File: src/rtl/key_event_queue_pkg.sv
// Shared event encoding for the key event queue: bit positions, empty marker, event record.
package keyevt_pkg;

  localparam int unsigned EVT_W      = 8;
  localparam int unsigned EVT_PRESS  = 7;
  localparam int unsigned EVT_REPEAT = 6;
  localparam logic [EVT_W-1:0] EVT_EMPTY = 8'hFF;

  typedef struct packed {
    logic       press;
    logic       rpt;
    logic       rsvd;
    logic [4:0] key;
  } key_evt_t;

  function automatic key_evt_t make_evt(input logic p, input logic r, input logic [4:0] k);
    key_evt_t e;
    e.press = p;
    e.rpt   = r;
    e.rsvd  = 1'b0;
    e.key   = k;
    return e;
  endfunction

endpackage

File: src/rtl/key_event_queue_if.sv
// Scan input / event output bundle between the keypad scanner, the queue and its consumer.
interface key_event_queue_if #(
  parameter int unsigned NKEY = 20
);
  logic            KEY_TICK;
  logic [NKEY-1:0] KEY_RAW;
  logic            POP;
  logic [7:0]      EVT;
  logic            EMPTY;
  logic [3:0]      COUNT;
  logic            INT;

  modport slave  (input KEY_TICK, KEY_RAW, POP, output EVT, EMPTY, COUNT, INT);
  modport master (output KEY_TICK, KEY_RAW, POP, input EVT, EMPTY, COUNT, INT);
endinterface

File: src/rtl/key_evt_fifo.sv
// Event FIFO: power-of-two depth, head visible combinationally, EVT_EMPTY shown when empty.
module key_evt_fifo
  import keyevt_pkg::*;
#(
  parameter int unsigned DEPTH = 8,
  localparam int unsigned AW = $clog2(DEPTH),
  localparam int unsigned CW = AW + 1
) (
  input  logic          CLK,
  input  logic          RST,
  input  logic          push,
  input  logic          pop,
  input  key_evt_t      din,
  output logic [7:0]    data,
  output logic          empty,
  output logic          full,
  output logic [CW-1:0] count
);

  key_evt_t        mem [DEPTH];
  logic [AW-1:0]   wr_ptr, rd_ptr;
  logic            do_push, do_pop;

  assign empty   = (count == '0);
  assign full    = (count == CW'(DEPTH));
  assign do_push = push & ~full;
  assign do_pop  = pop & ~empty;
  assign data    = empty ? EVT_EMPTY : mem[rd_ptr];

  always_ff @(posedge CLK) begin
    if (do_push) mem[wr_ptr] <= din;
  end

  // Pointers wrap naturally because DEPTH is a power of two
  always_ff @(posedge CLK or posedge RST) begin
    if (RST) begin
      wr_ptr <= '0;
      rd_ptr <= '0;
      count  <= '0;
    end else begin
      if (do_push) wr_ptr <= AW'(wr_ptr + 1'b1);
      if (do_pop)  rd_ptr <= AW'(rd_ptr + 1'b1);
      case ({do_push, do_pop})
        2'b10:   count <= CW'(count + 1'b1);
        2'b01:   count <= CW'(count - 1'b1);
        default: count <= count;
      endcase
    end
  end

endmodule

File: src/rtl/key_event_queue.sv
// Debounced key matrix to press/release event queue. Define KEYEVT_REPEAT_EN to build in auto-repeat.
module key_event_queue
  import keyevt_pkg::*;
#(
  parameter int unsigned NKEY      = 20,
  parameter int unsigned DEB_TICKS = 4,
  parameter int unsigned DEPTH     = 8
`ifdef KEYEVT_REPEAT_EN
  ,
  parameter int unsigned REP_DELAY = 12500,
  parameter int unsigned REP_RATE  = 2500
`endif
) (
  input logic             CLK,
  input logic             RST,
  key_event_queue_if.slave bus
);

  localparam int unsigned DCW = $clog2(DEB_TICKS) + 1;
  localparam int unsigned CW  = $clog2(DEPTH) + 1;

  logic [NKEY-1:0] last_q, stable_q, reported_q;
  logic [NKEY-1:0] pending, pend_mask;
  logic [DCW-1:0]  deb_q, deb_nxt;
  logic [4:0]      pend_idx;
  logic            pend_any, pend_press, pend_push;
  logic            push, full, empty;
  key_evt_t        din, pend_evt;
  logic [CW-1:0]   count;

  // One shared counter: any change in the raw vector restarts the stability window
  always_comb begin
    deb_nxt = deb_q;
    if (bus.KEY_RAW != last_q)                deb_nxt = '0;
    else if (deb_q != DCW'(DEB_TICKS - 1))    deb_nxt = DCW'(deb_q + 1'b1);
  end

  always_ff @(posedge CLK or posedge RST) begin
    if (RST) begin
      last_q   <= '1;
      stable_q <= '1;
      deb_q    <= '0;
    end else if (bus.KEY_TICK) begin
      last_q <= bus.KEY_RAW;
      deb_q  <= deb_nxt;
      if (deb_nxt == DCW'(DEB_TICKS - 1)) stable_q <= bus.KEY_RAW;
    end
  end

  // Lowest pending index wins; descending scan leaves it as the final assignment
  always_comb begin
    pending    = stable_q ^ reported_q;
    pend_any   = |pending;
    pend_idx   = '0;
    pend_press = 1'b0;
    pend_mask  = '0;
    for (int i = int'(NKEY) - 1; i >= 0; i--) begin
      if (pending[i]) begin
        pend_idx   = 5'(i);
        pend_press = ~stable_q[i];
        pend_mask  = '0;
        pend_mask[i] = 1'b1;
      end
    end
    pend_push = pend_any & ~full;
    pend_evt  = make_evt(pend_press, 1'b0, pend_idx);
  end

  always_ff @(posedge CLK or posedge RST) begin
    if (RST)            reported_q <= '1;
    else if (pend_push) reported_q <= reported_q ^ pend_mask;
  end

`ifdef KEYEVT_REPEAT_EN
  localparam int unsigned RMAX = (REP_DELAY > REP_RATE) ? REP_DELAY : REP_RATE;
  localparam int unsigned RW   = $clog2(RMAX) + 1;

  logic [RW-1:0] rep_q;
  logic          rep_first_q, rep_arm, rep_fire;
  logic [5:0]    n_down;
  logic [4:0]    down_idx;

  // Armed only with a single held key and nothing pending; a STABLE change always disarms
  always_comb begin
    n_down   = '0;
    down_idx = '0;
    for (int i = int'(NKEY) - 1; i >= 0; i--) begin
      if (!stable_q[i]) begin
        n_down   = 6'(n_down + 1'b1);
        down_idx = 5'(i);
      end
    end
    rep_arm  = (n_down == 6'd1) & ~pend_any;
    rep_fire = rep_arm & bus.KEY_TICK &
               (rep_q == (rep_first_q ? RW'(REP_DELAY - 1) : RW'(REP_RATE - 1)));
  end

  always_ff @(posedge CLK or posedge RST) begin
    if (RST) begin
      rep_q       <= '0;
      rep_first_q <= 1'b1;
    end else if (!rep_arm) begin
      rep_q       <= '0;
      rep_first_q <= 1'b1;
    end else if (bus.KEY_TICK) begin
      if (rep_fire) begin
        rep_q       <= '0;
        rep_first_q <= 1'b0;
      end else begin
        rep_q <= RW'(rep_q + 1'b1);
      end
    end
  end

  // Repeats are dropped rather than stalled when the queue is full
  assign push = pend_push | (rep_fire & ~full);
  assign din  = pend_any ? pend_evt : make_evt(1'b1, 1'b1, down_idx);
`else
  assign push = pend_push;
  assign din  = pend_evt;
`endif

  key_evt_fifo #(.DEPTH(DEPTH)) u_fifo (
    .CLK   (CLK),
    .RST   (RST),
    .push  (push),
    .pop   (bus.POP),
    .din   (din),
    .data  (bus.EVT),
    .empty (empty),
    .full  (full),
    .count (count)
  );

  assign bus.EMPTY = empty;
  assign bus.COUNT = 4'(count);
  assign bus.INT   = empty;

endmodule

File: src/flat_wrapper.sv
// flat-port wrapper written by rule: the top's interface ports become plain ports
module key_event_queue_flat import keyevt_pkg::*;
#(
  parameter int unsigned NKEY      = 20,
  parameter int unsigned DEB_TICKS = 4,
  parameter int unsigned DEPTH     = 8

)
  (CLK, RST, bus_KEY_TICK, bus_KEY_RAW, bus_POP, bus_EVT, bus_EMPTY, bus_COUNT, bus_INT);
  key_event_queue_if #(.NKEY(NKEY)) bus_i ();
  input logic CLK;
  input logic RST;
  input wire logic [$bits(bus_i.KEY_TICK)-1:0] bus_KEY_TICK;
  input wire logic [$bits(bus_i.KEY_RAW)-1:0] bus_KEY_RAW;
  input wire logic [$bits(bus_i.POP)-1:0] bus_POP;
  output wire logic [$bits(bus_i.EVT)-1:0] bus_EVT;
  output wire logic [$bits(bus_i.EMPTY)-1:0] bus_EMPTY;
  output wire logic [$bits(bus_i.COUNT)-1:0] bus_COUNT;
  output wire logic [$bits(bus_i.INT)-1:0] bus_INT;
  assign bus_i.KEY_TICK = bus_KEY_TICK;
  assign bus_i.KEY_RAW = bus_KEY_RAW;
  assign bus_i.POP = bus_POP;
  assign bus_EVT = bus_i.EVT;
  assign bus_EMPTY = bus_i.EMPTY;
  assign bus_COUNT = bus_i.COUNT;
  assign bus_INT = bus_i.INT;
  key_event_queue #(.NKEY(NKEY), .DEB_TICKS(DEB_TICKS), .DEPTH(DEPTH)) u_core (.CLK(CLK), .RST(RST), .bus(bus_i));
endmodule
File: config.mk
export PLATFORM = sky130hd
export DESIGN_NAME = key_event_queue_flat
export DESIGN_NICKNAME = d
export VERILOG_FILES = /design/src/rtl/key_event_queue_pkg.sv /design/src/rtl/key_event_queue_if.sv /design/src/rtl/key_evt_fifo.sv /design/src/rtl/key_event_queue.sv /design/src/flat_wrapper.sv
export SDC_FILE = /design/constraint.sdc
export NUM_CORES = 1
export LEC_CHECK = 0
export ABC_AREA = 1
export BUFFER_PORTS_ARGS = -buffer_cell sky130_fd_sc_hd__buf_2
export CELL_PAD_IN_SITES_DETAIL_PLACEMENT = 0
export CELL_PAD_IN_SITES_GLOBAL_PLACEMENT = 1
export CORE_ASPECT_RATIO = 0.7
export CORE_UTILIZATION = 35
export CTS_BUF_LIST = sky130_fd_sc_hd__clkbuf_4 sky130_fd_sc_hd__clkbuf_8
export CTS_CLUSTER_DIAMETER = 40
export DETAILED_ROUTE_END_ITERATION = 6
export PLACE_DENSITY_LB_ADDON = 0.1
export RECOVER_POWER = 100
export SLEW_MARGIN = 20
export SYNTH_ARGS = -nofsm -noshare
export SYNTH_HDL_FRONTEND = slang
export SYNTH_SLANG_ARGS = --single-unit
File: constraint.sdc
create_clock -name CLK -period 4.1 [get_ports CLK]
set_input_delay 0.615 -clock CLK [delete_from_list [all_inputs] [get_ports CLK]]
set_output_delay 0.615 -clock CLK [all_outputs]
set_load 0.01 [all_outputs]
==> results_dict.tcl, run 1 <==
set metrics [dict create \
    slowest_delay_ns 0.54 \
    placedInstanceArea_um2 6619 \
    ys_seq_area_share_pct 54.01 \
    final_cell_area_um2 6939 \
    via_count 4562 \
    grt_max_degree 39 \
    grt_pass1_wl_um 23320 \
    synth_area_leaders "dfstp_2, edfxtp_1, nand2_1" \
    min_period_over_period_pct 76.73 \
    yosys.area.top_type "dfstp_2" \
    antenna_found_initial 0 \
    worst_pin_slew_ns 1.548 \
    dp_hpwl_um 10130 \
    drive_gt1_share_pct 19.41 \
    ys_warn_count 0 \
    wire_per_inst_um 14.34 \
    violations "max-capacitance violations, max-slew violations" \
    overflow 0 \
    fin_setup_tns_ns 0 \
    areaGrowthSynthToFinish_pct 12.11 \
    grtUsageMet3_pct 4.069 \
    cts_buffer_depth 2 \
    drv_slew 39 \
    dr.pass1.iters 5 \
    cts-root-buf "clkbuf_8" \
    grtUsageMet2_pct 22.82 \
    finalCriticalPeriod_ns 3.146 \
    hp-class "input pin to register" \
    grt_most_used_layer "met1" \
    max_cap_violations 1 \
    rsz0062_at_grt "no" \
    ctsResizeCount 0 \
    die_h_um 113.3 \
    critPathKind "register to register" \
    antennaDiodeCount 0 \
    cts_tree "yes" \
    syn_area_um2 6190 \
    cts_buffers 17 \
    arrival_ns 3.47 \
    gp_congestion 0.7624 \
    startpoint_type "register" \
    die_w_um 160.9 \
    htree_levels 4 \
    fin_nets 761 \
    status "finished with violations" \
    ant_nets 0 \
    grt_pass1_vias 4509 \
    syn-num-nets 720 \
    clk_pin_slew_worst_paths_ns 0.07 \
    ir_worst_vdd_mv 0.1807 \
    via_per_inst 4.689 \
    drc 0 \
    num_rows 40 \
    detail_route.iter0.violations 236 \
    wl_um 13950 \
    setup_violations 0 \
    fin_skew_ns 0.01287 \
    p_per_area_nw_per_um2 463.0 \
    ys_seq_elements 121 \
    syn_inst 688 \
    p_leak_nw 2.945 \
    max_freq_mhz 317.9 \
    grt_use_total_pct 16.58 \
    cp_cell_sequence "inv_1 > nand2_1 > nand2_2 > nor2_1 > nand2_1 > nor2_1 > nand2_1 > o21ai_4 > ha_1 > ha_1 > nand2_1 > nor2_1 > a211oi_1 > nor2_1 > nor2_1 > nand2_1 > xor2_1" \
    synth.distinct_cells 41 \
    fp.dieArea_um2 18230 \
    initial_core_util_pct 35.95 \
    critical_path_required_ns 4.42 \
    portBuffers 37 \
    grtUsageMet1_pct 25.13 \
    cts.sinks 121 \
    holdBufCountCts 0 \
    hold_viol 0 \
    io_pins 38 \
    synth_top_area_share_pct 25.47 \
    crit_slowest_cell "dfstp_1" \
    maxSlewHeadroom_pct -3.332 \
    coreArea_um2 17220 \
    endpoint_kind "register" \
    syn-mean-instance-area_um2 8.997 \
    critPathMaxFanout 8 \
    post-cts-setup-buffers 0 \
    clock_latency_ns 0.44 \
]
## state kept, by name, summed over array words and instances (netlist names), named ones only
register              count
u_core.deb_q              3
u_core.reported_q        19
u_core.u_fifo.wr_ptr      3
u_core.u_fifo.rd_ptr      3
u_core.u_fifo.count       4
u_core.u_fifo.mem        48
u_core.stable_q          20
u_core.last_q            20
## power by group
part	leakage [nW]	internal [mW]	switching, mW
Combinational	1.61	0.260	0.456
Clock	0.210	0.609	0.491
Sequential	1.12	1.32	0.0756
Total	2.95	2.19	1.02
## area by class of cell
type	count	area (µm²)
Fill cell	1758	10280
Multi-Input combinational cell	473	2430
Sequential cell	121	3343
Clock inverter	13	153.9
Clock buffer	19	249.0
Inverter	72	270.3
Timing Repair Buffer	44	203.9
Tap cell	231	289.0
## Yosys cell counts (all sizes together)
| library cell | count |
|---|---|
| a211oi | 1 |
| a21oi | 36 |
| a221oi | 12 |
| a31oi | 1 |
| and3 | 1 |
| buf | 8 |
| clkbuf | 14 |
| dfrtp | 13 |
| dfstp | 60 |
| edfxtp | 48 |
| fa | 1 |
| ha | 7 |
| inv | 72 |
| mux2i | 1 |
| nand2 | 227 |
| nand2b | 1 |
| nand3 | 15 |
| nand4 | 25 |
| nor2 | 56 |
| nor3 | 7 |
| nor4 | 3 |
| o21ai | 31 |
| o31ai | 1 |
| or2 | 7 |
| or3 | 6 |
| xnor2 | 16 |
| xor2 | 18 |
## path summary, 6_finish.rpt
path	slack (ns)	cells after the start	startpoint	to
max	0.95	17	u_core.reported_q[5]	u_core.u_fifo.count[3]
min	0.41	3	bus_KEY_RAW[15]	u_core.last_q[15]
max reg2reg	0.95	17	u_core.reported_q[5]	u_core.u_fifo.count[3]
min reg2reg	0.46	2	u_core.reported_q[17]	u_core.reported_q[17]
max in group asynchronous	1.79	3	RST	u_core.reported_q[11]
min in group asynchronous	0.64	2	RST	u_core.deb_q[2]
## through the flow
step	hold slack, ns	power [mW]	utilization (%)	setup slack [ns]	std cells
floorplan	0.4417	1.918	-	1.309	688
global placement	0.4486	2.144	38.44	1.233	941
detailed placement	0.4557	2.161	38.44	1.128	941
CTS	0.3514	3.289	40.78	1.065	973
global route	0.3805	3.403	40.31	0.5685	973
finish	0.4056	3.213	40.31	0.9540	973
## worst max-delay path, delay by kind of cell, from the launching register on
| family | cells | cell delay (ns) |
|---|---|---|
| flops | 1 | 0.54 |
| buf+inv | 1 | 0.06 |
| compound gates | 2 | 0.54 |
| simple gates | 11 | 1.23 |
| xor+xnor | 1 | 0.13 |
| fa+ha+maj | 2 | 0.53 |
## routing by layer
metal,vias to the layer above,part of all wire [%]
met3,10,3.4
met4,0,0.84
met1,2152,56
met5,-,0
li1,2334,-
met2,66,40
## logic make-up after synthesis
family          count (synthesis)  share of synthesized area, %
simple gates                  348                         25.51
flops                         121                         54.01
buf+inv                        94                         5.943
compound gates                 82                         7.702
xor+xnor                       34                         4.932
fa+ha+maj                       8                         1.738
mux                             1                        0.1617
## placed cells by master, fill, tap and decap left out, types with 7 or more instances in the layout
| cell | n |
|---|---|
| clkbuf_1 | 19 |
| dfstp_2 | 56 |
| nor3_1 | 7 |
| o21ai_0 | 30 |
| nor2_1 | 50 |
| clkbuf_8 | 17 |
| a21oi_1 | 36 |
| xor2_1 | 18 |
| dfrtp_1 | 13 |
| edfxtp_1 | 48 |
| ha_1 | 7 |
| nand3_1 | 14 |
| xnor2_1 | 15 |
| inv_1 | 66 |
| buf_2 | 22 |
| nand2_1 | 218 |
| nand4_1 | 25 |
| a221oi_1 | 12 |
(Power assumes the default switching activity.)
==> run 2: changes to the inputs <==
==> constraint.sdc (replaced) <==
create_clock -name CLK -period 3.2 [get_ports CLK]
set_input_delay 0.48 -clock CLK [delete_from_list [all_inputs] [get_ports CLK]]
set_output_delay 0.48 -clock CLK [all_outputs]
set_load 0.01 [all_outputs]
==> run 2 against run 1 <==
The flow now finishes without violations. Sequential share of layout area down 0.30 points. Critical endpoint is now u_core.u_fifo.mem[2][4]. Highest routed layer unchanged. Final cell count up 0.51%. Register-to-register slack worse by 0.61 ns. Combinational power up 18%. Power up 29%.
==> results_dict.tcl, run 2 (synthesis gave the netlist of run 1 again) <==
set metrics [dict create \
    crit_start "u_core.reported_q[13]" \
    overflow 0 \
    r2r-start "u_core.reported_q[13]" \
    grt_use_total_pct 16.70 \
    endpoint_kind "register" \
    fin_skew_ns 0.01018 \
    wire_per_inst_um 14.21 \
    grt_pass1_wl_um 23380 \
    ff2ff_path_depth 10 \
    arrival_ns 2.93 \
    areaGrowthSynthToFinish_pct 12.86 \
    die_h_um 113.3 \
    grt_pass1_vias 4574 \
    combPwrFrac_pct 20.4 \
    fin_ws_ns 0.3409 \
    critPathKind "register to register" \
    grt_most_used_layer "met1" \
    power_mw 4.132 \
    drc 0 \
    most-common-layout-cells "nand2_1, inv_1, dfstp_2" \
    grt_max_degree 46 \
    r2r-end "u_core.u_fifo.mem[2][4]" \
    num_rows 40 \
    max_cap_violations 0 \
    clk_pin_slew_worst_paths_ns 0.07 \
    via_count 4569 \
    dp_slack_ns 0.4619 \
    dp_hpwl_um 10100 \
    fin_nets 766 \
    maxSlewHeadroom_pct 20.51 \
    cts_tree "yes" \
    gp_congestion 0.7758 \
    ant_nets 0 \
    cts_buffer_depth 2 \
    fp.dieArea_um2 18230 \
    hold_ws_ns 0.2758 \
    switching_share_pct 30.57 \
    grtUsageMet2_pct 23.65 \
    max_freq_mhz 349.8 \
    cts.sinks 121 \
    drive_gt1_share_pct 20.21 \
    intPower_mw 2.869 \
    hp-class "input pin to register" \
    min_period_over_period_pct 89.35 \
    p_sw_mw 1.263 \
    power_frac_seq_pct 44.5 \
    die_w_um 160.9 \
    startpoint_type "register" \
    layout_commonest_cell "nand2_1" \
    largest_reg_flops 48 \
    fin_setup_tns_ns 0 \
    portBuffers 37 \
    wl_um 13900 \
    antenna_found_initial 0 \
    coreArea_um2 17220 \
    via_per_inst 4.672 \
    htree_levels 4 \
    detail_route.iter0.violations 295 \
    drv_slew 0 \
    worst_pin_slew_ns 1.192 \
    p_leak_nw 2.976 \
    rsz0062_at_grt "no" \
    final_cells 978 \
    initial_core_util_pct 35.95 \
    clock_latency_ns 0.44 \
    dr.pass1.iters 4 \
    finalCriticalPeriod_ns 2.859 \
    reg_top3 "u_core.u_fifo.mem x48, u_core.last_q x20, u_core.stable_q x20" \
    cts-root-buf "clkbuf_8" \
    dp.cells 946 \
    fillers 1753 \
    holdBufCountCts 0 \
    grtUsageMet1_pct 24.60 \
    grtUsageMet3_pct 4.326 \
    critPathMaxFanout 7 \
    critical_path_required_ns 3.28 \
    p_per_area_nw_per_um2 591.6 \
    status "complete, no violations" \
    crit_path_end "u_core.u_fifo.mem[2][4]" \
    setup_violations 0 \
    ir_worst_vdd_mv 0.2357 \
    clockPowerShare_pct 35.0 \
    hold_viol 0 \
    rrSetupSlack_ns 0.34 \
    regMostFlops "u_core.u_fifo.mem" \
    io_pins 38 \
    antennaDiodeCount 0 \
    cts_buffers 17 \
]
run 2: worst min path at each step:
stage / depth (start not counted) / end / slack [ns] / from
global placement: 2 / u_core.reported_q[17] / 0.45 / u_core.reported_q[17]
global route: 3 / u_core.last_q[2] / 0.24 / bus_KEY_RAW[2]
detailed placement: 2 / u_core.reported_q[17] / 0.46 / u_core.reported_q[17]
CTS: 2 / u_core.deb_q[1] / 0.12 / RST
floorplan: 2 / u_core.reported_q[17] / 0.44 / u_core.reported_q[17]
finish: 3 / u_core.last_q[2] / 0.28 / bus_KEY_RAW[2]
run 2: cell type report:
type	count	area [µm²]	share of cell area [%]
Tap cell	231	289.0	4.138
Clock buffer	24	299.0	4.281
Multi-Input combinational cell	473	2436	34.87
Clock inverter	8	118.9	1.702
Timing Repair Buffer	49	227.7	3.260
Sequential cell	121	3344	47.88
Inverter	72	270.3	3.869
run 2: power groups by stage:
stage / Clock (mW) / Sequential (mW) / Combinational, mW
after global placement: 0 / 1.86 / 0.874
after CTS: 1.50 / 1.84 / 0.896
after floorplan: 0 / 1.78 / 0.672
after global routing: 1.57 / 1.86 / 0.974
after detailed placement: 0 / 1.86 / 0.894
final: 1.45 / 1.84 / 0.845
run 2: layer usage:
metal | wire (µm) | part of all wire, % | vias to the layer above
met5 | 0 | 0 | -
met4 | 147 | 1.1 | 0
met3 | 531 | 3.8 | 11
met2 | 5726 | 41 | 71
met1 | 7495 | 54 | 2143
li1 | - | - | 2344
run 2: critical path, stage by stage (launching register included):
cell and delay, ns:
dfstp_1 0.57, xor2_1 0.34, nor2_1 0.14, nand2_1 0.17
nor2_4 0.05, nand2_1 0.15, o21ai_4 0.07, buf_4 0.17
or2_2 0.32, nor2_1 0.11, clkbuf_1 0.40
run 2: per-stage QoR:
| step | utilization [%] | instance area, µm² |
|---|---|---|
| 6_report | 40.57 | 6985 |
| 5_1_grt | 40.57 | 6985 |
| 3_5_place_dp | 38.74 | 6669 |
| 3_3_place_gp | 38.74 | 6669 |
| 4_1_cts | 41.16 | 7087 |
| 2_1_floorplan | - | 6190 |
run 2: repair_timing:
| action | in CTS | in global routing |
|---|---|---|
| setup endpoints to repair | 0 | 6 |
| endpoints found under the hold margin | 0 | 0 |
| resized for setup | 0 | 1 |
| setup buffers | 0 | 0 |
==> run 3: changes to the inputs <==
--- a/config.mk
+++ b/config.mk
@@ -9,7 +9,7 @@
 export BUFFER_PORTS_ARGS = -buffer_cell sky130_fd_sc_hd__buf_2
 export CELL_PAD_IN_SITES_DETAIL_PLACEMENT = 0
 export CELL_PAD_IN_SITES_GLOBAL_PLACEMENT = 1
-export CORE_ASPECT_RATIO = 0.7
+export CORE_ASPECT_RATIO = 1.25
 export CORE_UTILIZATION = 35
 export CTS_BUF_LIST = sky130_fd_sc_hd__clkbuf_4 sky130_fd_sc_hd__clkbuf_8
 export CTS_CLUSTER_DIAMETER = 40
@@ -19,4 +19,5 @@
 export SLEW_MARGIN = 20
 export SYNTH_ARGS = -nofsm -noshare
 export SYNTH_HDL_FRONTEND = slang
+export SYNTH_HIERARCHICAL = 1
 export SYNTH_SLANG_ARGS = --single-unit
==> run 3 against run 2 <==
Sequential share of layout area rose by 2.0 points. Count of clock-buffer cells in the layout fell by 3. Synthesized cell count rose by 11%. Core utilization barely moved. Power rose by 44%. Critical path depth rose by 2. First-iteration DRC count fell by 37%.
==> results_dict.tcl, run 3 <==
set metrics [dict create \
    fp.dieArea_um2 20100 \
    slowest_delay_ns 0.53 \
    grt_pass1_wl_um 24450 \
    hp-class "input pin to asynchronous set/reset pin" \
    syn_area_um2 6835 \
    r2r-start "u_core/reported_q[2]" \
    cp_cell_sequence "inv_1 > nor2_1 > nor2_2 > nand2_4 > nor2_1 > nand2_2 > nor2_4 > a21oi_4 > nand2_4 > or2_0 > nor2_1 > clkbuf_1" \
    ys_seq_elements 137 \
    cts_buffer_depth 2 \
    die_h_um 158.2 \
    worst_pin_slew_ns 1.475 \
    fin_nets 862 \
    power_mw 5.949 \
    placedInstanceArea_um2 7382 \
    syn_inst 763 \
    max_freq_mhz 360.3 \
    power_frac_seq_pct 40.3 \
    via_per_inst 4.602 \
    p_leak_nw 3.377 \
    fin_skew_ns 0.01074 \
    clock_latency_ns 0.44 \
    clk_pin_slew_worst_paths_ns 0.08 \
    dp_hpwl_um 10720 \
    initial_core_util_pct 36.13 \
    clockPowerShare_pct 25.4 \
    critPathTopFamily "simple AND/OR/NAND/NOR gates" \
    endpoint_kind "register" \
    cts_buffers 17 \
    maxSlewHeadroom_pct 1.655 \
    critical_path_required_ns 3.31 \
    drive_gt1_share_pct 16.59 \
    portBuffers 37 \
    max_cap_violations 0 \
    antennaDiodeCount 0 \
    crit_start "u_core/reported_q[2]" \
    fin_setup_tns_ns 0 \
    coreArea_um2 18920 \
    most-common-layout-cells "nand2_1, inv_1, nor2_1" \
    final_cells 1076 \
    antenna_found_initial 0 \
    synth_most_common_cell "nand2_1" \
    finalCriticalPeriod_ns 2.775 \
    regMostFlops "u_core/u_fifo/mem" \
    io_pins 38 \
    synthArstFlopShare_pct 53.28 \
    drc 0 \
    largest_reg_flops 64 \
    ctsResizeCount 0 \
    cts.sinks 137 \
    p_sw_mw 2.244 \
    layout_commonest_cell "nand2_1" \
    switching_share_pct 37.72 \
    synth_edf_count 64 \
    min_period_over_period_pct 86.72 \
    cpMostUsedCell "nor2_1" \
    gp_congestion 0.8013 \
    detail_route.iter0.violations 186 \
    cts_tree "yes" \
    holdBufCountCts 0 \
    hold_viol 0 \
    final_util_pct 40.54 \
    final_cell_area_um2 7670 \
    grt_use_total_pct 16.00 \
    rsz0062_at_grt "no" \
    combPwrFrac_pct 34.4 \
    ant_nets 0 \
    synth.distinct_cells 44 \
    grt_max_degree 34 \
    crit_buf_inv 2 \
    fillers 1914 \
    post-cts-setup-buffers 0 \
    crit_slowest_cell "dfstp_2" \
    overflow 0 \
    synth_area_leaders "edfxtp_1, dfstp_2, nand2_1" \
    areaGrowthSynthToFinish_pct 12.21 \
    htree_levels 4 \
    reg_top3 "u_core/u_fifo/mem x64, u_core/last_q x20, u_core/stable_q x20" \
    critPathKind "register to register" \
    drv_slew 0 \
    synth_top_area_share_pct 28.12 \
    yosys.area.top_type "edfxtp_1" \
    dr.pass1.iters 4 \
    wire_per_inst_um 13.78 \
    die_w_um 127.0 \
    critPathMaxFanout 10 \
    dp.cells 1044 \
    cts-root-buf "clkbuf_8" \
    p_per_area_nw_per_um2 775.6 \
    startpoint_type "register" \
    ys_seq_area_share_pct 55.94 \
    intPower_mw 3.705 \
    syn-mean-instance-area_um2 8.958 \
    status "complete, no violations" \
    num_rows 56 \
    synthTopCellsByCount "nand2_1, inv_1, nor2_1" \
    arrival_ns 2.89 \
    ir_worst_vdd_mv 0.2541 \
    grt_pass1_vias 4939 \
    via_count 4952 \
    wl_um 14830 \
    synth_top_flop_cell "edfxtp_1" \
    ys_warn_count 6 \
    setup_violations 0 \
]
[run 3: cell types whose count changed after synthesis, moves of 12 or more]
cell      before  now
nand4_1       25    3
o21ai_0       26   39
nor2_1        43   73
edfxtp_1      48   64
a221oi_1      12    0
nand3_1       14   71
a21oi_1       36   12
inv_1         64   88
[run 3: final timing paths]
check / end / cells past startpoint / slack (ns)
min: u_core/u_fifo/count[3] / 2 / 0.03
min reg2reg: u_core/last_q[2] / 2 / 0.47
max reg2reg: u_core/u_fifo/mem[6][0] / 12 / 0.42
min in group CLK: u_core/last_q[6] / 3 / 0.26
max: u_core/u_fifo/mem[6][0] / 12 / 0.42
max in group asynchronous: u_core/deb_q[2] / 3 / 0.72
[run 3: logic make-up after synthesis]
| logic type | count (synthesis) | share of synthesized area, % |
|---|---|---|
| other | 1 | 0.05486 |
| muxes | 10 | 1.647 |
| DFF | 137 | 55.94 |
| xor gates and xnor gates | 23 | 2.947 |
| buffers and inverters | 116 | 7.120 |
| AOI/OAI and AO/OA | 62 | 4.924 |
| and+or+nand+nor | 407 | 26.08 |
| adders and majority gates | 7 | 1.281 |
[run 3: area by class of cell]
| type | instances | area, µm² | share of cell area (%) |
|---|---|---|---|
| multi-input combinational | 525 | 2512 | 32.76 |
| clock inverter | 11 | 146.4 | 1.909 |
| sequential | 137 | 3824 | 49.85 |
| clock buffer | 21 | 276.5 | 3.605 |
| tap | 232 | 290.3 | 3.785 |
| timing repair buffer | 53 | 252.7 | 3.295 |
| inverter | 97 | 367.9 | 4.796 |
[run 3: stage by stage]
stage	setup WS, ns	hold slack [ns]
after floorplan	0.7043	0.3202
after global placement	0.4527	0.4559
after detailed placement	0.3850	0.4599
after CTS	0.3694	0.03456
after global routing	0.1346	0.05056
final	0.4249	0.02727
[run 3: per-layer routing]
metal / global-route usage, % / wire length (µm) / vias up
li1: - / - / 2559
met1: 18.02 / 6518 / 2319
met2: 30.17 / 7754 / 61
met3: 2.771 / 352 / 13
met4: 5.782 / 204 / 0
met5: 0 / 0 / -
[run 3: power groups by stage]
stage	Combinational [mW]	Sequential (mW)	Clock (mW)
after global routing	2.32	2.43	1.63
after floorplan	1.59	2.40	0
after detailed placement	2.24	2.44	0
after global placement	2.21	2.42	0
after CTS	2.25	2.40	1.57
final	2.05	2.39	1.51
